--- src/rtl/vga_pkg.sv ---
// Shared 640x480 VGA timing constants and sync-decoder state type.
// Used by the timing generator and the receive-side sync decoder.
package vga_pkg;

  localparam int H_WIDTH_DEF = 640;
  localparam int H_FP_DEF    = 16;
  localparam int H_PULSE_DEF = 96;
  localparam int H_BP_DEF    = 48;
  localparam int V_WIDTH_DEF = 480;
  localparam int V_FP_DEF    = 10;
  localparam int V_PULSE_DEF = 2;
  localparam int V_BP_DEF    = 33;

  localparam int H_TOTAL_DEF =
    H_PULSE_DEF + H_BP_DEF + H_WIDTH_DEF + H_FP_DEF;
  localparam int V_TOTAL_DEF =
    V_PULSE_DEF + V_BP_DEF + V_WIDTH_DEF + V_FP_DEF;

  localparam int CNT_W = 10;

  typedef enum logic [1:0] {
    SEARCH,
    MEASURE,
    LOCKED
  } sync_state_t;

  // Counters stick at all-ones instead of wrapping.
  function automatic logic [CNT_W-1:0] sat_inc(
    input logic [CNT_W-1:0] v
  );
    return (&v) ? v : v + 1'b1;
  endfunction

endpackage

--- src/rtl/vga_sync_decoder_edge.sv ---
// Sync polarity normalisation, sample register and edge strobe.
// Edge = input asserted now while the last enabled sample was not.
module sync_edge_detect
  import vga_pkg::*;
#(
  parameter bit POL = 1'b0
) (
  input  logic clk,
  input  logic rst,
  input  logic i_pix_en,
  input  logic i_sync,
  output logic o_edge
);

  logic w_asserted;
  logic r_s;

  assign w_asserted = (i_sync == POL);

  // Sample the normalised level once per pixel.
  always_ff @(posedge clk) begin
    if (rst) begin
      r_s <= 1'b0;
    end else if (i_pix_en) begin
      r_s <= w_asserted;
    end
  end

  assign o_edge = i_pix_en & w_asserted & ~r_s;

endmodule

--- src/rtl/vga_sync_decoder.sv ---
// Recovers pixel coordinates from hsync/vsync and locks onto
// the nominal timing after a run of clean frames.
module vga_sync_decoder
  import vga_pkg::*;
#(
  parameter int H_WIDTH     = H_WIDTH_DEF,
  parameter int H_FP        = H_FP_DEF,
  parameter int H_PULSE     = H_PULSE_DEF,
  parameter int H_BP        = H_BP_DEF,
  parameter int V_WIDTH     = V_WIDTH_DEF,
  parameter int V_FP        = V_FP_DEF,
  parameter int V_PULSE     = V_PULSE_DEF,
  parameter int V_BP        = V_BP_DEF,
  parameter int H_POL       = 0,
  parameter int V_POL       = 0,
  parameter int LOCK_FRAMES = 2
) (
  input  logic             clk,
  input  logic             rst,
  input  logic             pix_en,
  input  logic             hsync_in,
  input  logic             vsync_in,
  output logic [CNT_W-1:0] x,
  output logic [CNT_W-1:0] y,
  output logic             active,
  output logic             frame_start,
  output logic             locked,
  output logic             err_h,
  output logic             err_v
);

  localparam int H_TOTAL = H_PULSE + H_BP + H_WIDTH + H_FP;
  localparam int V_TOTAL = V_PULSE + V_BP + V_WIDTH + V_FP;

  localparam logic [CNT_W-1:0] L_H_LAST = CNT_W'(H_TOTAL - 1);
  localparam logic [CNT_W-1:0] L_V_LAST = CNT_W'(V_TOTAL - 1);
  localparam logic [CNT_W-1:0] L_H_ACT0 = CNT_W'(H_PULSE + H_BP);
  localparam logic [CNT_W-1:0] L_H_ACT1 =
    CNT_W'(H_PULSE + H_BP + H_WIDTH - 1);
  localparam logic [CNT_W-1:0] L_V_ACT0 = CNT_W'(V_PULSE + V_BP);
  localparam logic [CNT_W-1:0] L_V_ACT1 =
    CNT_W'(V_PULSE + V_BP + V_WIDTH - 1);
  localparam logic [2:0]       L_LOCK   = 3'(LOCK_FRAMES);

  logic             w_h_edge;
  logic             w_v_edge;
  logic [CNT_W-1:0] r_h_cnt;
  logic [CNT_W-1:0] r_v_cnt;
  logic             r_h_seen;
  sync_state_t      r_state;
  sync_state_t      w_state_nxt;
  logic [2:0]       r_good;
  logic [2:0]       w_good_nxt;
  logic             r_ferr;
  logic             w_ferr_nxt;
  logic             w_err_h;
  logic             w_err_v;
  logic             w_h_in;
  logic             w_v_in;

  sync_edge_detect #(
    .POL (H_POL != 0)
  ) u_hedge (
    .clk      (clk),
    .rst      (rst),
    .i_pix_en (pix_en),
    .i_sync   (hsync_in),
    .o_edge   (w_h_edge)
  );

  sync_edge_detect #(
    .POL (V_POL != 0)
  ) u_vedge (
    .clk      (clk),
    .rst      (rst),
    .i_pix_en (pix_en),
    .i_sync   (vsync_in),
    .o_edge   (w_v_edge)
  );

  // Pixel/line counters; vsync edge wins over hsync edge.
  always_ff @(posedge clk) begin
    if (rst) begin
      r_h_cnt  <= '0;
      r_v_cnt  <= '0;
      r_h_seen <= 1'b0;
    end else if (pix_en) begin
      r_h_cnt <= w_h_edge ? '0 : sat_inc(r_h_cnt);
      if (w_v_edge) begin
        r_v_cnt <= '0;
      end else if (w_h_edge) begin
        r_v_cnt <= sat_inc(r_v_cnt);
      end
      if (w_h_edge) begin
        r_h_seen <= 1'b1;
      end
    end
  end

  // The first hsync edge has no previous line to measure.
  assign w_err_h = !rst && w_h_edge && r_h_seen &&
                   (r_h_cnt != L_H_LAST);
  assign w_err_v = !rst && w_v_edge && (r_state != SEARCH) &&
                   ((r_v_cnt != L_V_LAST) || !w_h_edge);

  // Lock state, clean-frame count and current-frame error flag.
  always_ff @(posedge clk) begin
    if (rst) begin
      r_state <= SEARCH;
      r_good  <= '0;
      r_ferr  <= 1'b0;
    end else begin
      r_state <= w_state_nxt;
      r_good  <= w_good_nxt;
      r_ferr  <= w_ferr_nxt;
    end
  end

  // Errors at a vsync edge belong to the frame that just ended.
  always_comb begin
    w_state_nxt = r_state;
    w_good_nxt  = r_good;
    w_ferr_nxt  = r_ferr | w_err_h | w_err_v;
    unique case (r_state)
      SEARCH: begin
        if (w_v_edge) begin
          w_state_nxt = MEASURE;
          w_good_nxt  = '0;
        end
      end
      MEASURE: begin
        if (w_v_edge) begin
          if (!r_ferr && !w_err_h && !w_err_v) begin
            w_good_nxt = r_good + 3'd1;
            if (r_good + 3'd1 == L_LOCK) begin
              w_state_nxt = LOCKED;
            end
          end else begin
            w_good_nxt = '0;
          end
        end else if (w_err_h) begin
          w_good_nxt = '0;
        end
      end
      LOCKED: begin
        if (w_err_h || w_err_v) begin
          w_state_nxt = MEASURE;
          w_good_nxt  = '0;
        end
      end
      default: begin
        w_state_nxt = SEARCH;
        w_good_nxt  = '0;
      end
    endcase
    if (w_v_edge) begin
      w_ferr_nxt = 1'b0;
    end
  end

  // Coordinates and qualifiers straight from counters and state.
  always_comb begin
    locked = (r_state == LOCKED);
    w_h_in = (r_h_cnt >= L_H_ACT0) && (r_h_cnt <= L_H_ACT1);
    w_v_in = (r_v_cnt >= L_V_ACT0) && (r_v_cnt <= L_V_ACT1);
    active = locked && w_h_in && w_v_in;
    x      = active ? r_h_cnt - L_H_ACT0 : '0;
    y      = active ? r_v_cnt - L_V_ACT0 : '0;
    frame_start = pix_en && !rst && active &&
                  (x == '0) && (y == '0);
    err_h  = w_err_h;
    err_v  = w_err_v;
  end

endmodule

--- config.mk ---
export PLATFORM = sky130hd
export DESIGN_NAME = vga_sync_decoder
export DESIGN_NICKNAME = d
export VERILOG_FILES = /design/src/rtl/vga_pkg.sv /design/src/rtl/vga_sync_decoder_edge.sv /design/src/rtl/vga_sync_decoder.sv
export SDC_FILE = /design/constraint.sdc
export NUM_CORES = 1
export LEC_CHECK = 0
export ABC_AREA = 1
export CORE_MARGIN = 2
export CORE_UTILIZATION = 55
export DETAILED_ROUTE_END_ITERATION = 7
export GPL_TIMING_DRIVEN = 0
export PLACE_DENSITY_LB_ADDON = 0.3
export SLEW_MARGIN = 20
export SYNTH_ARGS = -nofsm -noshare
export SYNTH_HDL_FRONTEND = slang
export SYNTH_SLANG_ARGS = --single-unit
--- constraint.sdc ---
create_clock -name clk -period 2.9 [get_ports clk]
set_input_delay 0.29 -clock clk [delete_from_list [all_inputs] [get_ports clk]]
set_output_delay 0.29 -clock clk [all_outputs]
set_load 0.1 [all_outputs]
-- Word level (Yosys, flattened, before mapping)
Cells that the tools add are included.
- mux-type cells: 19
- bitwise operators: 10
- $add $sub $neg: 5
- equal/unequal tests: 13
- $lt $le $gt $ge: 4
- reduce and logical (&&, ||, !) cells: 36
- operator list (kind ; count):
    $mux 10 ; 7
    $add 10x1->10 const B ; 2
    $le 10x10->1 const B ; 2
    $logic_not 10->1 ; 2
    $ne 10x10->1 const B ; 2
    $reduce_and 10->1 ; 2
    $logic_and 1x1->1 ; 16
    $mux 3 ; 5
    $ne 2x2->1 const B ; 6
    $ge 10x6->1 const B ; 1
    $ge 10x8->1 const B ; 1
    $mux 2 ; 5
    $sub 10x6->10 const B ; 1
    $sub 10x8->10 const B ; 1
    $pmux 3 s3 ; 1
    $pmux 2 s3 ; 1
    $reduce_and 3->1 ; 2
    $logic_not 1->1 ; 5
    $reduce_and 5->1 ; 1
    $and 1x1->1 ; 4
    $not 1->1 ; 4
    $reduce_and 2->1 ; 2
    $reduce_bool 2->1 ; 2
    $add 3x1->3 const B ; 1
    other kinds (9) ; 11
- output and inout port bits: 25
- flip-flop bits (word level): 29
- bits of input ports: 5

-- Longest topological paths before layout
Gate-level depths: netlist of run 1.
- depth after elaboration: 12
- mapped depth: 14

-- Modules after synthesis
From an unflattened synthesis of run 1, not the netlist that was laid out.
- cells, all modules: 363
- area total of the unflattened synthesis: 2204.6 um^2
- by module, submodules not included (module ; cells an instance ; sequential area each (um^2) ; area an instance (um^2) ; times used):
    vga_sync_decoder ; 349 ; 540.5 ; 2109.5 ; 1
    sync_edge_detect ; 7 ; 20.0 ; 47.5 ; 2

-- Worst setup path before layout of run 1
OpenSTA, ideal clock, no wires.
- kind: register to output
- from: reg r_state[1]
- to: out x[6]
- slack: -1.778 ns
- required time: 2.610 ns
- path buffers: 1
- data arrival time: 4.388 ns
- cell stages (with the launch flop): 8
- cell sequence: dfxtp_1 -> inv_1 -> nor2_1 -> nand3_1 -> nor2_4 -> inv_2 -> buf_6 -> a21oi_1
- longest elaborated chain between the ends: 4
- RTL lines (item ; line ; RTL):
    from (decl) ; vga_sync_decoder.sv:50 ; sync_state_t r_state;
    from (signal assigned) ; vga_sync_decoder.sv:113 ; r_state <= w_state_nxt;
    $eq 2x2->1 ; vga_sync_decoder.sv:163 ; locked = (r_state == LOCKED);
    net locked ; vga_sync_decoder.sv:27 ; output logic locked,
    $logic_and 1x1->1 (2 in series) ; vga_sync_decoder.sv:166 ; active = locked && w_h_in && w_v_in;
    net active ; vga_sync_decoder.sv:25 ; output logic active,
    $mux 10 ; vga_sync_decoder.sv:167 ; x = active ? r_h_cnt - L_H_ACT0 : '0;
    to (decl) ; vga_sync_decoder.sv:23 ; output logic [CNT_W-1:0] x,
The timed path passes the listed nets, and every way through them passes these cells.

-- Final worst setup path of run 1
- from: reg r_v_cnt[0]
- to: out y[9]
- longest elaborated chain between the ends: 4
- RTL lines (item ; line ; RTL):
    from (decl) ; vga_sync_decoder.sv:48 ; logic [CNT_W-1:0] r_v_cnt;
    from (signal assigned) ; vga_sync_decoder.sv:92 ; r_v_cnt <= sat_inc(r_v_cnt);
    $ge 10x6->1 / $le 10x10->1 (equally long branches) ; vga_sync_decoder.sv:165 ; w_v_in = (r_v_cnt >= L_V_ACT0) && (r_v_cnt <= L_V_ACT1);
    $logic_and 1x1->1 ; vga_sync_decoder.sv:165 ;
    $logic_and 1x1->1 ; vga_sync_decoder.sv:166 ;
    $mux 10 (*) ; vga_sync_decoder.sv:168 ; y = active ? r_v_cnt - L_V_ACT0 : '0;
    to (decl) ; vga_sync_decoder.sv:24 ; output logic [CNT_W-1:0] y,
Every way passes the cells marked *; elsewhere a longest branch is shown, timed or not.

==> results of run 1 <==
## power by group
group | internal [uW] | switching, uW
clock network | 279 | 165
logic | 28.8 | 60.1
registers | 408 | 10.2
total | 715 | 235
## through the flow
| stage | std cells | util | setup WS, ns | power [uW] | hold slack (ns) |
|---|---|---|---|---|---|
| floorplan | 345 | - | -0.268 | 489 | 0.433 |
| global placement | 422 | 0.699 | -0.438 | 511 | 0.446 |
| detailed placement | 422 | 0.699 | -0.465 | 514 | 0.456 |
| CTS | 430 | 0.711 | 0.00127 | 953 | 0.469 |
| global route | 430 | 0.718 | 0.00513 | 981 | 0.485 |
| finish | 430 | 0.718 | 0.120 | 950 | 0.470 |
## layer usage
| layer | vias up | global-route usage |
|---|---|---|
| met2 | 69 | 0.425 |
| met5 | - | 0 |
| met3 | 12 | 0.0507 |
| met1 | 1012 | 0.324 |
| met4 | 0 | 0.0867 |
| li1 | 1156 | - |
## cell families after synthesis
group                    share of synthesized area
adder cells (fa/ha/maj)                     0.0639
flip-flops                                   0.270
buffers and inverters                        0.123
XOR/XNOR                                    0.0285
AND/OR/NAND/NOR                              0.380
AO/OA/AOI/OAI                                0.135
## sequential cells by signal, summed over array words and instances (netlist names)
register,count
u_vedge.r_s,1
r_ferr,1
u_hedge.r_s,1
r_h_cnt,10
r_v_cnt,10
r_good,3
r_state,2
r_h_seen,1
## layout by cell type (no fill, tap or decap), types with 2 or more instances in the layout
cell type / netlist / routed
nand2_1: 74 / 74
inv_1: 60 / 60
nor2_1: 52 / 33
nand3_1: 27 / 27
dfxtp_1: 29 / 27
a21oi_1: 24 / 22
nor2_2: 3 / 16
o21ai_0: 14 / 14
buf_4: 0 / 12
ha_1: 11 / 11
nor2_4: 3 / 9
clkbuf_4: 0 / 8
xor2_1: 7 / 7
clkbuf_8: 0 / 6
nand4_1: 5 / 5
clkdlybuf4s50_1: 0 / 5
nor3_1: 4 / 4
inv_2: 4 / 4
nand2_2: 3 / 3
o21a_1: 3 / 3
buf_2: 2 / 2
buf_6: 1 / 2
a21oi_2: 1 / 2
o31ai_1: 2 / 2
a211oi_1: 2 / 2
dlygate4sd2_1: 0 / 2
dfxtp_2: 0 / 2
## how the worst max path moves through the flow
| stage | endpoint | slack, ns | cells past startpoint |
|---|---|---|---|
| finish | y[9] | 0.12 | 11 |
| global route | y[8] | 0.005 | 11 |
| CTS | x[6] | 0.001 | 11 |
| detailed placement | y[9] | -0.46 | 11 |
| global placement | frame_start | -0.44 | 12 |
| floorplan | x[8] | -0.27 | 10 |
## layout make-up
class                           count  area (um2)  share of cell area
Buffer                              4        25.0             0.00938
Clock buffer                        6        82.6              0.0309
Clock inverter                      2        37.5              0.0141
Inverter                           64         240              0.0900
Multi-Input combinational cell    248        1400               0.525
Sequential cell                    29         583               0.218
Tap cell                           48        60.1              0.0225
Timing Repair Buffer               29         240              0.0900
## critical path, stage by stage (launching register included)
cell and delay, ns:
dfxtp_1 0.42, ha_1 0.24, inv_1 0.11, nand3_1 0.18
nand2_1 0.15, nand3_1 0.12, nand2_1 0.08, nor2_4 0.19
inv_2 0.07, buf_2 0.22, nor2_2 0.13, buf_4 0.30
## timing repair
action	in CTS	in global routing
setup buffers	0	0
endpoints found under the hold margin	0	0
gates resized for setup	123	11
setup endpoints to repair	24	21
==> impl_metrics.yaml, run 1 <==
run_status:
  status: "completed"
clock_tree:
  path_clk_slew_ns: 0.07
  cts_sinks: 29
  holdBufCountCts: 0
  worstSkewPairLatency_ns: 0.29
  cts_buffer_depth: 2
  numCtsBuffers: 5
  htreeDepth: 2
  cts_tree: "yes"
  clockRootBuffer: "clkbuf_8"
cells_and_area:
  antenna_cells: 0
  drive_gt1_frac: 0.204
  nFillCells: 335
  syn2layout_area_growth_pct: 23.9
  postLayoutCellArea_um2: 2670
  final_nets: 397
critical_path:
  cp.arrival_ns: 2.49
  required_ns: 2.61
  reg2reg_from: "r_v_cnt[0]"
  cp-start-kind: "flop"
  path_class: "reg2out"
  rr_worst_depth: 11
  worstSetupStartpoint: "r_v_cnt[0]"
  end_kind: "output pin"
  r2r_slack_ns: 0.90
  cp_max_fo: 10
  r2r-end: "r_v_cnt[3]"
logic_synthesis:
  ys_seq_area_frac: 0.270
  ys_ff_latch: 29
  yosysMostFrequentCell: "nand2_1"
  netlist_area_um2: 2150
  synthTopCellsByArea: "dfxtp_1 (27%), nand2_1 (13%), inv_1 (10%)"
  syn_avg_cell_area_um2: 6.24
  synth.net_count: 361
  synth_cell_types: 35
  yosys.area.top_type: "dfxtp_1"
  synthFlopType: "dfxtp_1"
  synth_common_cells: "nand2_1 (74), inv_1 (60), nor2_1 (52)"
  syn_inst: 345
  async_flop_share: 0
  synth_top_area_frac: 0.270
  synth-edff-count: 0
  ys_warn_count: 0
drt:
  num_vias: 2249
  drt_first_pass_iters: 4
  wl_met2_mm: 2.33
  wl_met1_mm: 2.42
  remaining_drc_errors: 0
  drt_iter0_drc: 231
  routedWlPerCell_um: 11.9
  maxUsedRoutingLayer: "met4"
  viasPerCell: 5.23
  antenna_left: 0
  routed_wl_mm: 5.13
  wl_met3_um: 278
placed_design:
  io_buffers: 29
  place_hpwl_mm: 3.88
  gp_congestion: 0.936
  placedInstanceArea_um2: 2600
worst_hold_path:
  min-delay-start: "u_hedge.r_s"
  holdPathStages: 2
  hold_class: "reg2reg"
  holdPathEnd: "u_hedge.r_s"
sta:
  max_freq_ghz: 0.360
  fin_crit_ns: 2.78
  maxSlewHeadroom: 0.357
  hold_viol_final: 0
  setup_violations: 0
  worstMarginPinSlew_ns: 0.962
  final_max_slew_viol_count: 0
  rsz0062_at_grt: "no"
  finalSetupTns_ns: 0
  skew_ns: 0.00545
  fin_crit_sh: 0.959
power:
  power.density_nw_per_um2: 356
  p_leak_uw: 0.00125
  peakVddDrop_uv: 266
global_route:
  grt_pass1_vias: 2099
  grt_max_degree: 11
  grt_pass1_wl_mm: 8.73
  grt_use_total: 0.254
  grt-ovfl-total: 0
  antenna_found_initial: 0
floorplan:
  dieArea_um2: 4430
  die_h_um: 66.6
  initial_utilization: 0.579
  die_w_um: 66.6
  rows: 22
  io_pins: 30
  core_um2: 3720
job:
  drv_cap: 0
(Power assumes the default switching activity.)
==> run 2, diff against run 1 <==
- SLEW_MARGIN: 20 -> 0
- clock period: 2.9 -> 3 ns (I/O delays scaled with it)
==> impl_metrics.yaml, run 2 (synthesized netlist as in run 1, its figures left out) <==
sta:
  final_max_slew_viol_count: 0
  rsz0062_at_grt: "no"
  setup_violations: 0
  finalSetupTns_ns: 0
  skew_ns: 0.00530
  max_freq_ghz: 0.350
  maxSlewHeadroom: 0.357
  worstMarginPinSlew_ns: 0.962
  fin_crit_ns: 2.86
  fin_crit_sh: 0.952
  hold_viol_final: 0
critical_path:
  path_class: "reg2out"
  crit_family: "simple AND/OR/NAND/NOR gates"
  crit_buf_inv: 4
  critPathSlowestCell: "dfxtp_1"
  end_kind: "output pin"
  cp_max_fo: 10
  required_ns: 2.70
  r2r_slack_ns: 0.92
  cp-start-kind: "flop"
  crit_chain: "ha_1, inv_1, nand3_1, nand2_1, nand3_1, nand2_1, nor2_4, inv_2, buf_6, a21oi_4, clkbuf_4"
  cp.arrival_ns: 2.56
  max_stage_delay_ns: 0.47
  cp.depth: 11
  rr_worst_depth: 11
cells_and_area:
  nFillCells: 334
  final_common_cell: "nand2_1"
  final_cell_mix: "nand2_1 (74), inv_1 (60), nor2_1 (33), dfxtp_1 (28), nand3_1 (27)"
  final_nets: 397
  drive_gt1_frac: 0.202
  multi_input_area_um2: 1400
  regArea_um2: 582
  largest_registers: "r_h_cnt x10, r_v_cnt x10, r_good x3"
  antenna_cells: 0
  post-route-util: 0.718
  syn2layout_area_growth_pct: 23.9
global_route:
  gr-usage-met3: 0.0507
  antenna_found_initial: 0
  grtUsageMet1: 0.324
  grt_max_degree: 11
  grt_pass1_wl_mm: 8.72
  grt_use_total: 0.254
  met2_usage: 0.424
  grt_pass1_vias: 2102
  top_usage_layer: "met2"
  grt-ovfl-total: 0
drt:
  routedWlPerCell_um: 11.9
  num_vias: 2250
  drt_iter0_drc: 210
  drt_first_pass_iters: 4
  viasPerCell: 5.23
  routed_wl_mm: 5.10
  remaining_drc_errors: 0
  antenna_left: 0
power:
  power_uw: 916
  power_frac_comb: 0.094
  p_leak_uw: 0.00125
  power.switching_uw: 225
  pwr-share-clk: 0.466
  internal-power_uw: 691
  p_seq_frac: 0.441
  power.density_nw_per_um2: 343
  swShare: 0.246
  peakVddDrop_uv: 256
floorplan:
  core_um2: 3720
  die_h_um: 66.6
  io_pins: 30
  rows: 22
  die_w_um: 66.6
  initial_utilization: 0.579
  dieArea_um2: 4430
placed_design:
  io_buffers: 29
  place_hpwl_mm: 3.88
  gp_congestion: 0.936
clock_tree:
  path_clk_slew_ns: 0.07
  htreeDepth: 2
  cts_buffer_depth: 2
  numCtsBuffers: 5
  cts_sinks: 29
  cts_tree: "yes"
  worstSkewPairLatency_ns: 0.29
  clockRootBuffer: "clkbuf_8"
run_status:
  status: "completed"
worst_hold_path:
  holdPathStages: 2
  hold_class: "reg2reg"
job:
  drv_cap: 0
## run 2: cell types whose count changed in the layout (fill, tap and decap cells not counted)
cell | previous run | this run
dfxtp_2 | 2 | 1
buf_4 | 12 | 8
dfxtp_1 | 27 | 28
buf_6 | 2 | 4
clkbuf_2 | 0 | 1
clkbuf_4 | 8 | 10
clkdlybuf4s15_2 | 1 | 0
## run 2: final timing paths
path	start	endpoint
worst min-delay path	u_hedge.r_s	u_hedge.r_s
worst max-delay path	r_v_cnt[1]	y[4]
worst max register to register	r_v_cnt[1]	r_v_cnt[3]
worst min register to register	u_hedge.r_s	u_hedge.r_s
## run 2: worst register-to-register path: stages (launching register included)
cell	delay (ns)
dfxtp_1	0.47
ha_1	0.27
inv_1	0.11
nor2_4	0.16
nand2_2	0.08
nor2_4	0.11
nand2_2	0.08
o21ai_4	0.23
nand2_4	0.12
nand2_1	0.13
a21oi_1	0.10
o21a_1	0.12
## run 2: layer usage
layer	routed length, um	vias to the layer above
met3	333	8
li1	-	1158
met4	65	0
met2	2330	81
met1	2370	1003
met5	0	-
## run 2: layout make-up
type | count | share of cell area
buffer | 4 | 0.00938
clock buffer | 6 | 0.0309
clock inverter | 2 | 0.0141
inverter | 64 | 0.0900
multi-input combinational | 248 | 0.525
sequential | 29 | 0.218
tap | 48 | 0.0225
timing repair buffer | 29 | 0.0905
## run 2: power groups by stage
stage / registers [uW] / clock network, uW / logic [uW]
finish: 404 / 427 / 85.8
global route: 404 / 447 / 96.8
CTS: 403 / 433 / 85.2
detailed placement: 412 / 0 / 84.7
global placement: 412 / 0 / 82.3
floorplan: 410 / 0 / 62.7
## run 2: repair_timing
action,4_1_cts,5_1_grt
setup buffers,0,0
resized for setup,100,46
endpoints found under the setup margin,24,22
hold buffers,0,0
## run 2: through the flow
step                area [um2]  instances  worst slack [ns]  hold slack (ns)
finish                    2670        430             0.143            0.470
global route              2670        430            0.0156            0.485
CTS                       2650        430          -0.00125            0.469
detailed placement        2600        422            -0.375            0.456
global placement          2600        422            -0.348            0.446
floorplan                 2250        345            -0.178            0.439
